File: config.mk
export PLATFORM = sky130hd
export DESIGN_NAME = i2c_bus_controller
export DESIGN_NICKNAME = d
export VERILOG_FILES = /design/src/rtl/i2c_bus_controller.sv
export SDC_FILE = /design/constraint.sdc
export NUM_CORES = 1
export LEC_CHECK = 0
export ABC_AREA = 1
export BUFFER_PORTS_ARGS = -buffer_cell sky130_fd_sc_hd__buf_2
export CORE_UTILIZATION = 34
export DETAILED_ROUTE_END_ITERATION = 7
export HOLD_SLACK_MARGIN = 0.15
export SLEW_MARGIN = 25
export SYNTH_ARGS = -nofsm -noshare
export SYNTH_HDL_FRONTEND = slang
export SYNTH_SLANG_ARGS = --single-unit
File: constraint.sdc
create_clock -name clk -period 2.54 [get_ports clk]
set_clock_uncertainty 0.1 [all_clocks]
set_input_delay 0.254 -clock clk [delete_from_list [all_inputs] [get_ports clk]]
set_output_delay 0.254 -clock clk [all_outputs]
set_load 0.02 [all_outputs]
File: src/rtl/i2c_bus_controller.sv
// i2c_bus_controller
// Bus-level front end of the I2C subordinate. Synchronises SCL/SDA into clk,
// detects START/STOP and SCL edges, frames bits and bytes, matches the 7-bit
// device address and produces the ACK/transmit windows for the downstream
// memory interface.
//
// Ports:
//   clk           system clock (only clock)
//   rst           asynchronous active-high reset
//   scl_in        raw I2C SCL
//   sda_in        raw I2C SDA
//   i2c_state     one-hot bus state: [0]IDLE [1]ADDR [2]ADDR_ACK [3]RX_BYTE
//                 [4]DATA_ACK [5]TX_BYTE [6]MASTER_ACK
//   clock_count   bit index within the byte 0..7, 8 during the ACK slot
//   read_bit      latched R/W=1 of the matched address byte
//   write_bit     latched R/W=0 of the matched address byte
//   sda_en        subordinate owns SDA (pad output enable)
//   received_nack master NACKed the last transmitted byte (level)
//   addr_match    one-clk pulse when the address byte equals DEV_ADDR
//   start_det     one-clk pulse on START / repeated START
//   stop_det      one-clk pulse on STOP
module i2c_bus_controller #(
  parameter logic [6:0] DEV_ADDR    = 7'h42,
  parameter int         SYNC_STAGES = 2
) (
  input  logic       clk,
  input  logic       rst,
  input  logic       scl_in,
  input  logic       sda_in,
  output logic [6:0] i2c_state,
  output logic [3:0] clock_count,
  output logic       read_bit,
  output logic       write_bit,
  output logic       sda_en,
  output logic       received_nack,
  output logic       addr_match,
  output logic       start_det,
  output logic       stop_det
);

  typedef enum logic [6:0] {
    ST_IDLE       = 7'b0000001,
    ST_ADDR       = 7'b0000010,
    ST_ADDR_ACK   = 7'b0000100,
    ST_RX_BYTE    = 7'b0001000,
    ST_DATA_ACK   = 7'b0010000,
    ST_TX_BYTE    = 7'b0100000,
    ST_MASTER_ACK = 7'b1000000
  } state_t;

  state_t                 state;
  logic [SYNC_STAGES-1:0] scl_sync;
  logic [SYNC_STAGES-1:0] sda_sync;
  logic                   scl_q;
  logic                   sda_q;
  logic                   scl_s;
  logic                   sda_s;
  logic                   scl_rise;
  logic                   scl_fall;
  logic                   start_cond;
  logic                   stop_cond;
  logic [7:0]             shift;
  // Set by an SCL rise, cleared by the following fall. The SCL fall that
  // directly follows a START closes no bit and must not be counted.
  logic                   bit_open;

  assign scl_s      = scl_sync[SYNC_STAGES-1];
  assign sda_s      = sda_sync[SYNC_STAGES-1];
  assign scl_rise   = scl_s & ~scl_q;
  assign scl_fall   = ~scl_s & scl_q;
  assign start_cond = scl_s & scl_q & sda_q & ~sda_s;
  assign stop_cond  = scl_s & scl_q & ~sda_q & sda_s;
  assign i2c_state  = state;

  // Input synchronisers plus one-cycle delayed copies; reset to the idle-bus
  // level (high) so release never fabricates an edge or START.
  always_ff @(posedge clk or posedge rst) begin
    if (rst) begin
      scl_sync <= '1;
      sda_sync <= '1;
      scl_q    <= 1'b1;
      sda_q    <= 1'b1;
    end else begin
      scl_sync <= {scl_sync[SYNC_STAGES-2:0], scl_in};
      sda_sync <= {sda_sync[SYNC_STAGES-2:0], sda_in};
      scl_q    <= scl_s;
      sda_q    <= sda_s;
    end
  end

  // Bus state machine; sda_en is written alongside every state change so it
  // always tracks the registered state.
  always_ff @(posedge clk or posedge rst) begin
    if (rst) begin
      state         <= ST_IDLE;
      clock_count   <= 4'd0;
      read_bit      <= 1'b0;
      write_bit     <= 1'b0;
      sda_en        <= 1'b0;
      received_nack <= 1'b0;
      addr_match    <= 1'b0;
      start_det     <= 1'b0;
      stop_det      <= 1'b0;
      shift         <= 8'd0;
      bit_open      <= 1'b0;
    end else begin
      addr_match <= 1'b0;
      start_det  <= 1'b0;
      stop_det   <= 1'b0;
      if (stop_cond) begin
        state         <= ST_IDLE;
        clock_count   <= 4'd0;
        read_bit      <= 1'b0;
        write_bit     <= 1'b0;
        received_nack <= 1'b0;
        sda_en        <= 1'b0;
        stop_det      <= 1'b1;
        bit_open      <= 1'b0;
      end else if (start_cond) begin
        state         <= ST_ADDR;
        clock_count   <= 4'd0;
        read_bit      <= 1'b0;
        write_bit     <= 1'b0;
        received_nack <= 1'b0;
        sda_en        <= 1'b0;
        start_det     <= 1'b1;
        bit_open      <= 1'b0;
      end else begin
        if (scl_rise) begin
          bit_open <= 1'b1;
        end else if (scl_fall) begin
          bit_open <= 1'b0;
        end
        case (state)
          ST_IDLE: begin
            sda_en <= 1'b0;
          end
          ST_ADDR: begin
            if (scl_rise) begin
              // MSB first: bit index 0 lands in shift[7]
              shift[3'd7 - clock_count[2:0]] <= sda_s;
            end else if (scl_fall && bit_open) begin
              if (clock_count == 4'd7) begin
                if (shift[7:1] == DEV_ADDR) begin
                  state       <= ST_ADDR_ACK;
                  clock_count <= 4'd8;
                  addr_match  <= 1'b1;
                  read_bit    <= shift[0];
                  write_bit   <= ~shift[0];
                  sda_en      <= 1'b1;
                end else begin
                  state       <= ST_IDLE;
                  clock_count <= 4'd0;
                  sda_en      <= 1'b0;
                end
              end else begin
                clock_count <= clock_count + 4'd1;
              end
            end
          end
          ST_ADDR_ACK: begin
            if (scl_fall && bit_open) begin
              clock_count <= 4'd0;
              state       <= read_bit ? ST_TX_BYTE : ST_RX_BYTE;
              sda_en      <= read_bit;
            end
          end
          ST_RX_BYTE: begin
            if (scl_fall && bit_open) begin
              clock_count <= clock_count + 4'd1;
              if (clock_count == 4'd7) begin
                state  <= ST_DATA_ACK;
                sda_en <= 1'b1;
              end
            end
          end
          ST_DATA_ACK: begin
            if (scl_fall && bit_open) begin
              clock_count <= 4'd0;
              state       <= ST_RX_BYTE;
              sda_en      <= 1'b0;
            end
          end
          ST_TX_BYTE: begin
            if (scl_fall && bit_open) begin
              clock_count <= clock_count + 4'd1;
              if (clock_count == 4'd7) begin
                state  <= ST_MASTER_ACK;
                sda_en <= 1'b0;
              end
            end
          end
          ST_MASTER_ACK: begin
            if (scl_rise && sda_s) begin
              received_nack <= 1'b1;
            end else if (scl_fall && bit_open) begin
              clock_count <= 4'd0;
              if (received_nack) begin
                state  <= ST_IDLE;
                sda_en <= 1'b0;
              end else begin
                state  <= ST_TX_BYTE;
                sda_en <= 1'b1;
              end
            end
          end
          default: begin
            state       <= ST_IDLE;
            clock_count <= 4'd0;
            sda_en      <= 1'b0;
          end
        endcase
      end
    end
  end

endmodule

# Word level (Yosys, flattened, before mapping)
# Index checks and enable logic that the tools add are counted.
# totals
wordCells	151
in_bits	4
register_bits	33
# op_classes
magnitude_cmp	2
bitwise_logic	14
n_reduce_logical	18
n_addsub	2
eq_ne	23
muxes	77
# op_table
operator	n
$mux 7	13
$pmux 7 s7	1
$mux 1	47
$ne 4x4->1 const B	11
$mux 4	9
$pmux 4 s5	1
$reduce_bool 3->1	6
$eq 7x7->1 const B	2
$mux 6	2
$reduce_and 12->1	1
$reduce_and 11->1	1
$reduce_and 5->1	2
$bwmux 8	1
$and 1x1->1	7
$eq 7x1->1 const B	1
$eq 7x2->1 const B	1
$eq 7x3->1 const B	1
$eq 7x4->1 const B	1
$eq 7x5->1 const B	1
$eq 7x6->1 const B	1
$not 1->1	7
$pmux 1 s6	1
$add 4x1->4 const B	1
$eq 4x3->1 const B	1
13 further kinds	16

# Longest topological paths before layout
# depth
word_depth	8
depth_mapped	13
depth_no_buf	13

# Least setup slack after synthesis
# No wires, ideal clock.
# synth_timing
path_kind	reg-to-reg
from	register clock_count[1]
to	register state[6], in the netlist i2c_state[6]
n_path_buf	0
t_arrival_ns	1.632
setup_slack_ns	0.691
stages_incl_launch_ff	11
cell_sequence	dfrtp_1 ha_1 nand2_1 nor2_1 inv_1 nand3_1 nand2_1 nor2_4 nand3_1 nand2_1 nand2_1
# synth_between
elab_chain_cells	3
# synth_rtl
item	line_no	source
start: declaration	31	output logic [3:0] clock_count,
start signal: assignment	157	clock_count <= clock_count + 4'd1;
start signal: assignment	170	clock_count <= clock_count + 4'd1;
start signal: assignment	186	clock_count <= clock_count + 4'd1;
$eq 4x3->1 *	143, 171, 187	
$ne 4x4->1 (no source line)	n/a	
$reduce_and 12->1 (no source line) *	n/a	
end signal: assignment	164	state <= read_bit ? ST_TX_BYTE : ST_RX_BYTE;
end: declaration	51	state_t state;
# Every way passes the cells marked *; elsewhere a longest branch is shown, timed or not.
# A chain may end at the register's enable or synchronous reset.

# Worst setup path in the final report
# layout_timing
from	register scl_sync[1]
to	register state[6], in the netlist i2c_state[6]
# layout_between
elab_chain_cells	5
# layout_rtl
item	line_no	source
start: declaration	52	logic [SYNC_STAGES-1:0] scl_sync;
start signal: assignment	84	scl_sync <= {scl_sync[SYNC_STAGES-2:0], scl_in};
$and 1x1->1 or $not 1->1 (tied branches)	71, 72, 70	
$and 1x1->1 (on tied branches)	71, 70, 72	
$and 1x1->1, or another cell as far along	71	assign start_cond = scl_s & scl_q & sda_q & ~sda_s;
$ne 4x4->1 (no source line), or another cell as far along	n/a	
$reduce_and 12->1 (no source line) or $mux 7 (tied branches)	n/a	
# Several ways; a longest one is shown, not always the timed one.

==> impl_results.md <==
* Total CTS buffers at 5
* Die width at approximately 77 um
* Ys Warns at 0
* Peak fanout along the critical path at 19
* Via density per instance at between 4 and 5
* Root Buffer: clkbuf_8
* Vias in the first global route at around 1700
* RSZ-0062 raised after global routing: no
* Pwr Density at around 610 nW/um^2
* FMAX at ~450 MHz
* Final WL at around 4400 um
* CTS H-tree lvls at 2
* DRC Markers at 0
* Clk pin slew, worst setup/hold paths at ~70 ps
* Die Ht at roughly 77 um
* Power Internal at approximately 0.001 W
* I/O Buffers at 21
* Top cells by area, synth: dfrtp_1 (34%), nand2_1 (17%), dfstp_2 (9.5%), nand3_1 (7.8%), inv_1 (6.4%)
* Final setup violation count at 0
* Starting DRT DRC Count at 96
* Max-Slew Margin vs Limit at approximately 53%
* DR vias at 1705
* Largest area contributor in the netlist: dfrtp_1
* Most common cell after layout, fill and taps aside: nand2_1
* Share of cells above drive strength 1 at about 18%
* Distinct cell type count after synthesis at 27
* Routability cong. at about 0.92
* WP data arrival at 2300 ps
* Total negative slack at 0 ps
* Max-slew violations at 0
* Ant diodes at 0
* Worst-margin pin slew at a little over 700 ps
* # fillers at approximately 560
* Syn Area/Cell at ~7.2 um^2
* Core Util, Final at ~41%
* Final Critical Period at about 2200 ps
* WP data required at 2620 ps
* Post-synth net total at 276
* Most frequent cells in the layout: nand2_1 (87), inv_1 (33), nor2_1 (33)
* Top-area cell type share of the netlist area at roughly 34%
* Outcome: finished clean
* First-pass GRT wire length at ~7700 um
* CTS resizes at 0
* Dpl ws at about 320 ps
* Ports at 22
* Register area share after synthesis at a little over two fifths
* Reg power frac at 41.9%
* Leakage at roughly 1.2 nW
* Clk_lat worst skew at 290 ps
* Starting Density at 35.1%
* Synthesized flop and latch total at 33
* NetSw at 0.000372 W
* Global route overflow at 0
* Post-layout nets at 306
* Cells after Synth at between 200 and 300
* Clock power frac at between 40% and 50%
* Final ANT Viol Nets at 0
* Final Hold Viols at 0
* Die area at around 6000 um^2
* Worst Hold Class: flip-flop to flip-flop
* Wirelength per Cell at approximately 12 um
* # Max-Cap Violations at 0
* GRT Util Overall at about 17%
* Sw Ratio at between 20% and 30%
* Crit end category: flip-flop
* CP startpoint kind: flip-flop
* Cell row count at 27
* Final worst slack at 320 ps
* Area added between synthesis and finish at 18.0%
* Critical path class: flip-flop to flip-flop
* Core Region at ~5500 um^2
* Comb pwr share at around 16%
* Worst VDD drop at around 0.34 mV
* Largest net degree at the start of global routing at 20
* Post-synthesis instance area at 1930 um^2
* Final period utilization at between 80 and 90%
* Hpwl dp at 3430 um
* TritonCTS clock tree: yes
* Clock sink count at 33
* Initial antenna violation count at 0
* Maximum clock path buffer count at 2
* DRT Pass-1 Iters at 4
## layer usage
metal,up-vias,GRT usage [%],wire (um),part of all wire [%]
met5,-,0,0,0
li1,889,-,-,-
met1,777,20.1,2080,47
met2,28,28.1,2100,48
met3,11,3.18,108,2.5
met4,0,7.36,91,2.1
## final timing paths
check | start | cells after the start | to | slack (ps)
max | scl_sync[1] | 12 | i2c_state[6] | 320
min | scl_sync[0] | 0 | scl_sync[1] | 260
max reg2reg | scl_sync[1] | 12 | i2c_state[6] | 320
min reg2reg | scl_sync[0] | 0 | scl_sync[1] | 260
max in group asynchronous | rst | 4 | sda_sync[0] | 1090
min in group asynchronous | rst | 3 | addr_match | 510
## metrics by stage
stage	total power (W)	instances	instance area, um^2	hold slack, ps
2_1_floorplan	0.000746	267	1930	158
3_3_place_gp	0.000803	359	2120	245
3_5_place_dp	0.000808	359	2120	248
4_1_cts	0.00140	370	2280	259
5_1_grt	0.00146	370	2280	260
6_report	0.00139	370	2280	258
## critical path: stages, from the launching register on
cell and delay [ps]:
dfstp_2 570, ha_1 220, nand2_1 110, nand2_4 70, nand2_4 140, nand2_2 130, nand2_1 80, nand2_1 80
inv_1 40, nor2_1 150, nand3_1 220, nand2_1 120, nand2_1 60
## state kept, by name, indices dropped and copies added, names as in the netlist, 2 cells and up
| register | count |
|---|---|
| sda_sync | 2 |
| scl_sync | 2 |
| i2c_state | 7 |
| shift | 8 |
| clock_count | 4 |
## synthesized netlist by cell type
master,instances
a31oi_1,1
o21a_1,1
nand3_1,30
ha_1,5
buf_4,1
nand3b_2,1
xor2_1,1
nor3_1,3
dfrtp_1,26
nor3b_1,1
nand4_1,1
nor2_2,1
nand2_2,4
nand3b_1,1
nand3_2,1
o21ai_1,4
nand2_1,87
inv_1,33
nor2_1,33
buf_6,1
o21ai_0,6
inv_2,3
nor4_1,1
nand2_4,2
dfstp_2,7
nor2_4,5
a21oi_1,7
## power groups by stage
stage	Sequential [W]	Combinational, W	Clock [W]
floorplan	0.000603	0.000143	0
global placement	0.000590	0.000213	0
detailed placement	0.000590	0.000218	0
CTS	0.000581	0.000222	0.000602
global route	0.000585	0.000247	0.000625
finish	0.000580	0.000219	0.000587
## logic make-up after synthesis
kind of cell / after synthesis / share of synthesized area (%)
compound gates: 19 / 5.11
xor+xnor: 1 / 0.453
fa+ha+maj: 5 / 3.24
buf+inv: 38 / 7.96
flops: 33 / 43.2
simple gates: 171 / 40.1
## final cells by class
type,instances,area [um^2],area share [%]
clock buffer,5,68.8,3.02
sequential,33,835,36.6
clock inverter,3,65.1,2.85
inverter,36,135,5.92
multi-input combinational,196,945,41.4
timing repair buffer,25,143,6.25
tap,72,90.1,3.95
## timing repair
item	in CTS	in global routing
setup buffers	0	0
hold buffers	3	0
endpoints found under the hold margin	16	0
No activity file was read; power rests on OpenSTA's default activity.
